$ cat src/rtl/fft_pkg.sv
// Shared definitions for the 64-point R2SDF FFT pipeline.
// Contents: transform size constants, twiddle ROM address width, the stage
// sequencer state type and half_of(), which maps a stage index to its delay depth.
package fft_pkg;

   localparam int unsigned FFT_N  = 64;
   localparam int unsigned LOG2_N = 6;
   localparam int unsigned TW_AW  = 5;

   // Stage sequencer states
   typedef enum logic [1:0] {
      IDLE  = 2'd0,
      FILL  = 2'd1,
      RUN   = 2'd2,
      FLUSH = 2'd3
   } sdf_state_e;

   // Delay-line depth (samples per half frame) of stage s
   function automatic int unsigned half_of(input int unsigned stage);
      return (FFT_N / 2) >> stage;
   endfunction

endpackage

$ cat src/rtl/sdf_tw_addr_gen.sv
// Twiddle ROM address/enable decode for one SDF stage.
// Ports:
//   cnt_i     in  CNT_W  sample position within the frame (MSB = phase)
//   active_i  in  1      stage is emitting samples that may need twiddles (RUN or FLUSH)
//   tw_en_o   out 1      combinational: sample leaving the delay line needs the multiply
//   tw_addr_o out TW_AW  combinational: twiddle index k<<STAGE, 0 when tw_en_o is low
module sdf_tw_addr_gen
   import fft_pkg::*;
#(
   parameter int unsigned HALF  = 32,
   parameter int unsigned STAGE = 0,
   parameter int unsigned TW_AW = fft_pkg::TW_AW,
   parameter int unsigned CNT_W = $clog2(2 * HALF)
) (
   input  logic [CNT_W-1:0] cnt_i,
   input  logic             active_i,
   output logic             tw_en_o,
   output logic [TW_AW-1:0] tw_addr_o
);

   logic [CNT_W-1:0] k;
   logic [TW_AW-1:0] k_ext;

   // Differences only leave the delay line during phase A (and the flush, which keeps phase A)
   always_comb begin
      k         = cnt_i & CNT_W'(HALF - 1);
      k_ext     = TW_AW'(k);
      tw_en_o   = active_i & ~cnt_i[CNT_W-1];
      tw_addr_o = tw_en_o ? (k_ext << STAGE) : '0;
   end

endmodule

$ cat src/rtl/sdf_stage_ctrl.sv
// Sequencer for one radix-2 single-delay-feedback stage of the 64-point FFT.
// Tracks sample position, drives the butterfly/bypass select, twiddle ROM
// address/enable and output valid/sop strobes, and flags stream violations
// (the delay line shifts every clock, so gaps inside a frame are fatal to it).
// Ports:
//   clk, rst             clock, synchronous active-high reset
//   in_valid, in_sop     input sample strobe and first-of-frame marker
//   bf_sel               combinational: 1 butterfly, 0 bypass
//   tw_en, tw_addr       combinational: twiddle multiply enable and ROM index
//   out_valid, out_sop   registered output strobes (one cycle behind the input)
//   err                  registered one-cycle violation pulse
//   busy                 state != IDLE
//   frame_cnt, err_cnt   only when SDF_STATS_EN is defined: out_sop count, saturating err count
// Optional feature macro: SDF_STATS_EN
module sdf_stage_ctrl
   import fft_pkg::*;
#(
   parameter int unsigned STAGE = 0,
   parameter int unsigned HALF  = half_of(STAGE),
   parameter int unsigned TW_AW = fft_pkg::TW_AW
) (
   input  logic             clk,
   input  logic             rst,
   input  logic             in_valid,
   input  logic             in_sop,
   output logic             bf_sel,
   output logic             tw_en,
   output logic [TW_AW-1:0] tw_addr,
   output logic             out_valid,
   output logic             out_sop,
   output logic             err,
   output logic             busy
`ifdef SDF_STATS_EN
   ,
   output logic [15:0]      frame_cnt,
   output logic [7:0]       err_cnt
`endif
);

   localparam int unsigned CNT_W = $clog2(2 * HALF);
   localparam logic [CNT_W-1:0] CNT_ONE  = CNT_W'(1);
   localparam logic [CNT_W-1:0] CNT_HALF = CNT_W'(HALF);
   localparam logic [CNT_W-1:0] CNT_HEND = CNT_W'(HALF - 1);
   // A one-deep stage has no fill and no flush beyond the wrap cycle itself
   localparam sdf_state_e START_ST = (HALF == 1) ? RUN : FILL;
   localparam sdf_state_e DRAIN_ST = (HALF == 1) ? IDLE : FLUSH;

   sdf_state_e       state_q, state_d;
   logic [CNT_W-1:0] cnt_q, cnt_d;
   logic             out_valid_q, out_valid_d;
   logic             out_sop_q, out_sop_d;
   logic             err_q, err_d;

   // Next state, counter and registered strobes
   always_comb begin
      state_d     = state_q;
      cnt_d       = cnt_q;
      out_valid_d = 1'b0;
      out_sop_d   = 1'b0;
      err_d       = 1'b0;
      case (state_q)
         IDLE: begin
            if (in_valid && in_sop) begin
               state_d = START_ST;
               cnt_d   = CNT_ONE;
            end
         end
         FILL: begin
            if (!in_valid) begin
               state_d = IDLE;
               cnt_d   = '0;
               err_d   = 1'b1;
            end else if (in_sop) begin
               cnt_d   = CNT_ONE;
               err_d   = 1'b1;
            end else begin
               cnt_d = cnt_q + CNT_ONE;
               if (cnt_q == CNT_HEND) state_d = RUN;
            end
         end
         RUN: begin
            if (cnt_q == '0) begin
               // Frame boundary: the delay head holds difference 0 whichever way we go
               out_valid_d = 1'b1;
               if (in_valid && in_sop) begin
                  cnt_d = CNT_ONE;
               end else begin
                  // A sample without sop here cannot start a frame; drain instead
                  state_d = DRAIN_ST;
                  cnt_d   = (HALF == 1) ? '0 : CNT_ONE;
                  err_d   = in_valid;
               end
            end else if (!in_valid) begin
               state_d = IDLE;
               cnt_d   = '0;
               err_d   = 1'b1;
            end else if (in_sop) begin
               state_d = START_ST;
               cnt_d   = CNT_ONE;
               err_d   = 1'b1;
            end else begin
               out_valid_d = 1'b1;
               out_sop_d   = (cnt_q == CNT_HALF);
               cnt_d       = cnt_q + CNT_ONE;
            end
         end
         FLUSH: begin
            // cnt keeps counting phase-A positions so the twiddle index stays right
            out_valid_d = 1'b1;
            err_d       = in_valid;
            if (cnt_q == CNT_HEND) begin
               state_d = IDLE;
               cnt_d   = '0;
            end else begin
               cnt_d = cnt_q + CNT_ONE;
            end
         end
         default: begin
            state_d = IDLE;
            cnt_d   = '0;
         end
      endcase
   end

   // State and strobe registers
   always_ff @(posedge clk) begin
      if (rst) begin
         state_q     <= IDLE;
         cnt_q       <= '0;
         out_valid_q <= 1'b0;
         out_sop_q   <= 1'b0;
         err_q       <= 1'b0;
      end else begin
         state_q     <= state_d;
         cnt_q       <= cnt_d;
         out_valid_q <= out_valid_d;
         out_sop_q   <= out_sop_d;
         err_q       <= err_d;
      end
   end

   sdf_tw_addr_gen #(
      .HALF  (HALF),
      .STAGE (STAGE),
      .TW_AW (TW_AW),
      .CNT_W (CNT_W)
   ) u_tw (
      .cnt_i     (cnt_q),
      .active_i  ((state_q == RUN) || (state_q == FLUSH)),
      .tw_en_o   (tw_en),
      .tw_addr_o (tw_addr)
   );

   assign bf_sel    = (state_q == RUN) && cnt_q[CNT_W-1];
   assign busy      = (state_q != IDLE);
   assign out_valid = out_valid_q;
   assign out_sop   = out_sop_q;
   assign err       = err_q;

`ifdef SDF_STATS_EN
   logic [15:0] frame_cnt_q;
   logic [7:0]  err_cnt_q;

   // Frame and saturating error counters
   always_ff @(posedge clk) begin
      if (rst) begin
         frame_cnt_q <= '0;
         err_cnt_q   <= '0;
      end else begin
         frame_cnt_q <= frame_cnt_q + 16'(out_sop_q);
         if (err_q && (err_cnt_q != 8'hFF)) err_cnt_q <= err_cnt_q + 8'd1;
      end
   end

   assign frame_cnt = frame_cnt_q;
   assign err_cnt   = err_cnt_q;
`endif

endmodule

$ cat config.mk
export PLATFORM = sky130hd
export DESIGN_NAME = sdf_stage_ctrl
export DESIGN_NICKNAME = d
export VERILOG_FILES = /design/src/rtl/fft_pkg.sv /design/src/rtl/sdf_tw_addr_gen.sv /design/src/rtl/sdf_stage_ctrl.sv
export SDC_FILE = /design/constraint.sdc
export NUM_CORES = 1
export LEC_CHECK = 0
export ABC_AREA = 1
export CAP_MARGIN = 10
export CORE_MARGIN = 1.5
export CORE_UTILIZATION = 45
export CTS_CLUSTER_DIAMETER = 80
export DETAILED_ROUTE_END_ITERATION = 12
export GPL_ROUTABILITY_DRIVEN = 0
export PLACE_DENSITY_LB_ADDON = 0.25
export SLEW_MARGIN = 40
export SYNTH_ARGS = -nofsm -noshare
export SYNTH_HDL_FRONTEND = slang
export SYNTH_HIERARCHICAL = 1
export SYNTH_SLANG_ARGS = --single-unit
$ cat constraint.sdc
create_clock -name clk -period 1.2 [get_ports clk]
set_input_delay 0.18 -clock clk [delete_from_list [all_inputs] [get_ports clk]]
set_output_delay 0.18 -clock clk [all_outputs]
set_load 0.005 [all_outputs]
### Yosys cells after proc, flatten, opt, wreduce, memory -nomap -nowiden

Index checks and enable logic that the tools add are counted.

* bits of input ports: 4
* output and inout bits: 11
* register bits: 11

* reduce and logical (&&, ||, !) cells: 8
* $add $sub $neg: 1
* multiplexer cells: 26
* bitwise gates (word level): 4
* eq/ne operators: 11

Operators with widths (count)
* 6-bit two-way mux: 5
* 6-bit case mux with 4 select lines: 1
* 2-bit two-way mux: 9
* 3-bit inequality test, second input constant: 3
* 2-bit case mux with 4 select lines: 1
* 1-bit two-way mux: 7
* 6-bit by 1-bit adder with 6-bit output, second input constant: 1
* 6-bit by 5-bit == test with 1-bit output, second input constant: 1
* 6-bit == test, second input constant: 1
* 6-bit logical NOT: 1
* 6-bit AND reduction: 1
* 5-bit two-way mux: 1
* 5-bit OR reduction: 1
* 2-bit == test, second input constant: 2
* 2-bit inequality test, second input constant: 2
* 4-bit inequality test, second input constant: 1
* 1-bit inverter: 3
* 1-bit case mux with 3 select lines: 1
* 2-bit by 1-bit == test with 1-bit output, second input constant: 1
* 1-bit logical AND: 2
* 2-bit logical NOT: 1
* 1-bit case mux with 2 select lines: 1
* 2-bit nonzero test: 1
* 1-bit AND: 1
* 1-bit logical OR: 1

### Logic depth before layout (Yosys ltp)

* depth after elaboration: 5
* depth in mapped cells: 10
* depth with buffers taken out: 10

### Cells and area by module

The synthesis kept the hierarchy.

Modules (own cells, without submodules)
* sdf_stage_ctrl: sequential area each 220.2 µm², cells each 118, instances 1, area each 747.0 µm²
* sdf_tw_addr_gen: sequential area each 0.0 µm², cells each 13, instances 1, area each 51.3 µm²

### Least setup slack after synthesis

OpenSTA, ideal clock, no wires.

* kind: reg-to-reg
* from: register cnt_q[0]
* to: register state_q[0]
* period minus slack after synthesis: 1.343 ns
* data required time: 1.090 ns
* arrival time: 1.233 ns
* slack: -0.143 ns
* stages on the path, launching flop included: 9
* cell sequence: dfxtp_1 -> ha_1 -> nand3_4 -> o21bai_4 -> nand3_1 -> nor2_1 -> nand3_1 -> nand2_1 -> nor2_1

* cells in the longest elaborated chain, start to end: 3

RTL lines
* start: declaration: RTL line sdf_stage_ctrl.sv:49 `logic [CNT_W-1:0] cnt_q, cnt_d;`
* start signal: assignment: RTL line sdf_stage_ctrl.sv:135 `cnt_q <= cnt_d;`
* 6-bit by 5-bit == test with 1-bit output / 6-bit logical NOT (equally long branches): RTL line sdf_stage_ctrl.sv:78, sdf_stage_ctrl.sv:111, sdf_stage_ctrl.sv:82
* 3-bit inequality test (no source line) (tied with other cells)
* 6-bit AND reduction (no source line) / 2-bit case mux with 4 select lines (equally long branches)
* end signal: assignment: RTL line sdf_stage_ctrl.sv:134 `state_q <= state_d;`
* end: declaration: RTL line sdf_stage_ctrl.sv:48 `sdf_state_e state_q, state_d;`

Parallel ways exist; a longest one is shown, timed or not.
A chain may end at the register's enable or synchronous reset.

### Worst setup path after layout

Same ends and word-level chain as after synthesis.

==> flow_summary.ini <==
[floorplanning]
dieArea_um2 = 2035
initial_core_util_pct = 47.26
coreArea_um2 = 1689
die_h_um = 45.12
io_pins = 15
die_w_um = 45.12
row_count = 15

[final_layout]
drive_gt1_share_pct = 60.43
final_area_um2 = 1541
final_core_util_pct = 91.26
mostFrequentLayoutCell = buf_4
layout_common_cells = buf_4 (27), inv_1 (23), nand2_1 (18)
final_nets = 194
area_growth_pct = 93.10
diodes = 0

[synthesis]
avgSynthCellArea_um2 = 6.094
ys_types = 22
synth_xor_area_share_pct = 1.097
synth-compound-area-share_pct = 14.42
synth_warnings = 6
synth_area_um2 = 798.3
synth_nets = 137
synth-seq-cells = 11
synthSimpleGateAreaFrac_pct = 39.03
synth_top_family_by_area = simple AND/OR/NAND/NOR gates
synth_fa_ha_area_share_pct = 3.135
ys_seq_area_share_pct = 27.59
synth_mux_area_share_pct = 0
syn_inst = 131

[clock_tree]
clockBufferDepth = 2
cts_root_buffer = clkbuf_4
htreeDepth = 1
cts.sinks = 11
path_clk_slew_ns = 0.09
clk_latency_ns = 0.29
numCtsBuffers = 3
tritoncts = done

[outcome]
violations = setup timing
outcome = complete, but fails checks

[placed_design]
placed_area_um2 = 1196
place_hpwl_um = 1743
io_buffer_count = 14

[sta]
holdWs_ns = 0.5716
setup_viol = 18
grt_setup_unrepaired = yes
fin_ws_ns = -0.2828
period_needed_ns = 1.483
max_freq_ghz = 0.6744
hold_violations = 0
worst_pin_slew_ns = 0.3289
slew_viol_final = 0
slew_headroom_pct = 77.84
fin_tns_setup_ns = -2.435
period_share_pct = 123.6
fin_skew_ns = 0.003458

[global_routing]
antenna_found_initial = 0
grt_usage_pct = 34.57
first_global_vias = 1107
grt_max_degree = 7
grtUsageMet2_pct = 56.29
grt_pass1_wl_um = 5037
met1_usage_pct = 41.77
grt_overflow = 0
top_usage_layer = met2
met3_usage_pct = 6.000

[pwr]
p_sw_mw = 1.311
pwr-share-comb_pct = 69.8
peakVddDrop_v = 0.001642
intPower_mw = 1.504
p_leak_nw = 0.7666
power_density_nw_per_um2 = 1826
pwr-share-seq_pct = 19.4
switching_share_pct = 46.58
clkPwrFrac_pct = 10.9
finalPower_mw = 2.815

[critical_path]
crit_arrival_ns = 1.68
critical-path-slowest-cell = dfxtp_4
cp-start-kind = register
path_cells = inv_2 -> ha_4 -> nand3_4 -> nand2_4 -> nand3_2 -> nor2_4 -> nand3_1 -> nand2_1 -> nor2_1
critical_path_buf_inv_count = 1
cp_slowest_stage_delay_ns = 0.38
required_ns = 1.40
cp-end-kind = register
cp_max_fo = 5
crit_family = simple AND/OR/NAND/NOR gates
worstSetupPathType = reg -> reg

[route]
vias = 1206
firstDrtPassIters = 4
route.antenna.remaining_nets = 0
wl_per_cell_um = 20.48
drc = 0
drt_iter0_drc = 42
detail_route.vias_per_cell = 5.912
drt_wl_total_um = 4178

[hold_path]
min_path_type = reg -> reg

[flow_run]
max-cap-violations = 0
-- area by class of cell --
cell class / count / area, µm²
multi-input cells: 89 / 684.4
repair buffers: 54 / 454.2
flip-flops and latches: 11 / 244.0
fillers: 66 / 147.6
inverters: 29 / 111.4
clock buffers: 4 / 26.28
well taps: 17 / 21.27
-- sequential cells by signal, summed over array words and instances, names as in the netlist --
register,flops
cnt_q,6
err,1
out_sop,1
out_valid,1
state_q,2
-- routing by layer --
| layer | vias to the layer above | wire (µm) |
|---|---|---|
| li1 | 518 | - |
| met4 | 0 | 282 |
| met1 | 576 | 1540 |
| met3 | 32 | 349 |
| met2 | 80 | 2005 |
| met5 | - | 0 |
-- path summary, 6_finish.rpt --
| kind | end | depth (start not counted) | from | slack [ns] |
|---|---|---|---|---|
| setup / recovery | state_q[0]$_SDFFE_PP0P_ | 9 | cnt_q[0]$_SDFFE_PP0P_ | -0.28 |
| hold / removal | out_valid$_SDFF_PP0_ | 2 | state_q[0]$_SDFFE_PP0P_ | 0.57 |
| setup reg to reg | state_q[0]$_SDFFE_PP0P_ | 9 | cnt_q[0]$_SDFFE_PP0P_ | -0.28 |
| hold reg to reg | out_valid$_SDFF_PP0_ | 2 | state_q[0]$_SDFFE_PP0P_ | 0.57 |
-- stage by stage --
step	setup slack, ns	cells
2_1_floorplan	-0.01894	131
3_5_place_dp	-0.3365	186
3_3_place_gp	-0.2678	186
6_report	-0.2828	204
5_1_grt	-0.3919	204
4_1_cts	-0.1410	201
-- worst min-delay path: cells and delay by family, from the launching register on --
kind	cells	cell delay, ns
flip-flops	1	0.40
buffers and inverters	1	0.05
AO/OA/AOI/OAI	1	0.10
-- logic make-up after synthesis --
| logic type | Yosys count |
|---|---|
| AOI/OAI and AO/OA | 18 |
| xor gates and xnor gates | 1 |
| adders and majority gates | 2 |
| buffers and inverters | 31 |
| DFF | 11 |
| and+or+nand+nor | 68 |
-- synth_stat cells --
cell / instances / area [µm²]
nor2_1: 22 / 82.58
dfxtp_1: 11 / 220.2
nor2_2: 1 / 6.260
clkbuf_1: 1 / 3.750
o21ai_0: 5 / 25.02
nand3b_1: 1 / 7.510
nand3_4: 1 / 17.52
ha_1: 2 / 25.02
inv_1: 28 / 105.1
xor2_1: 1 / 8.760
o211ai_1: 3 / 22.52
clkbuf_2: 1 / 5.000
inv_2: 1 / 3.750
a21oi_1: 8 / 40.04
nand2_2: 3 / 18.77
a31o_2: 1 / 8.760
nand4_2: 1 / 12.51
nand3_1: 9 / 45.04
nor4_1: 1 / 6.260
o21bai_4: 1 / 18.77
nand2_1: 28 / 105.1
nand3_2: 1 / 10.01
-- power groups by stage --
stage                     registers, mW  clock network (mW)  logic (mW)
after floorplan                   0.512                   0       0.596
after CTS                         0.529               0.279        1.50
after global routing              0.548               0.319        2.07
after detailed placement          0.530                   0        1.09
after global placement            0.526                   0        1.06
final                             0.545               0.306        1.96
-- timing repair --
| action | CTS | global route |
|---|---|---|
| hold buffers | 0 | 0 |
| gates resized for setup | 71 | 43 |
| pin swaps | 16 | 10 |
| endpoints found under the setup margin | 20 | 17 |
| buffers inserted | 11 | 5 |
Note: power is estimated with default switching activity, not from simulation.
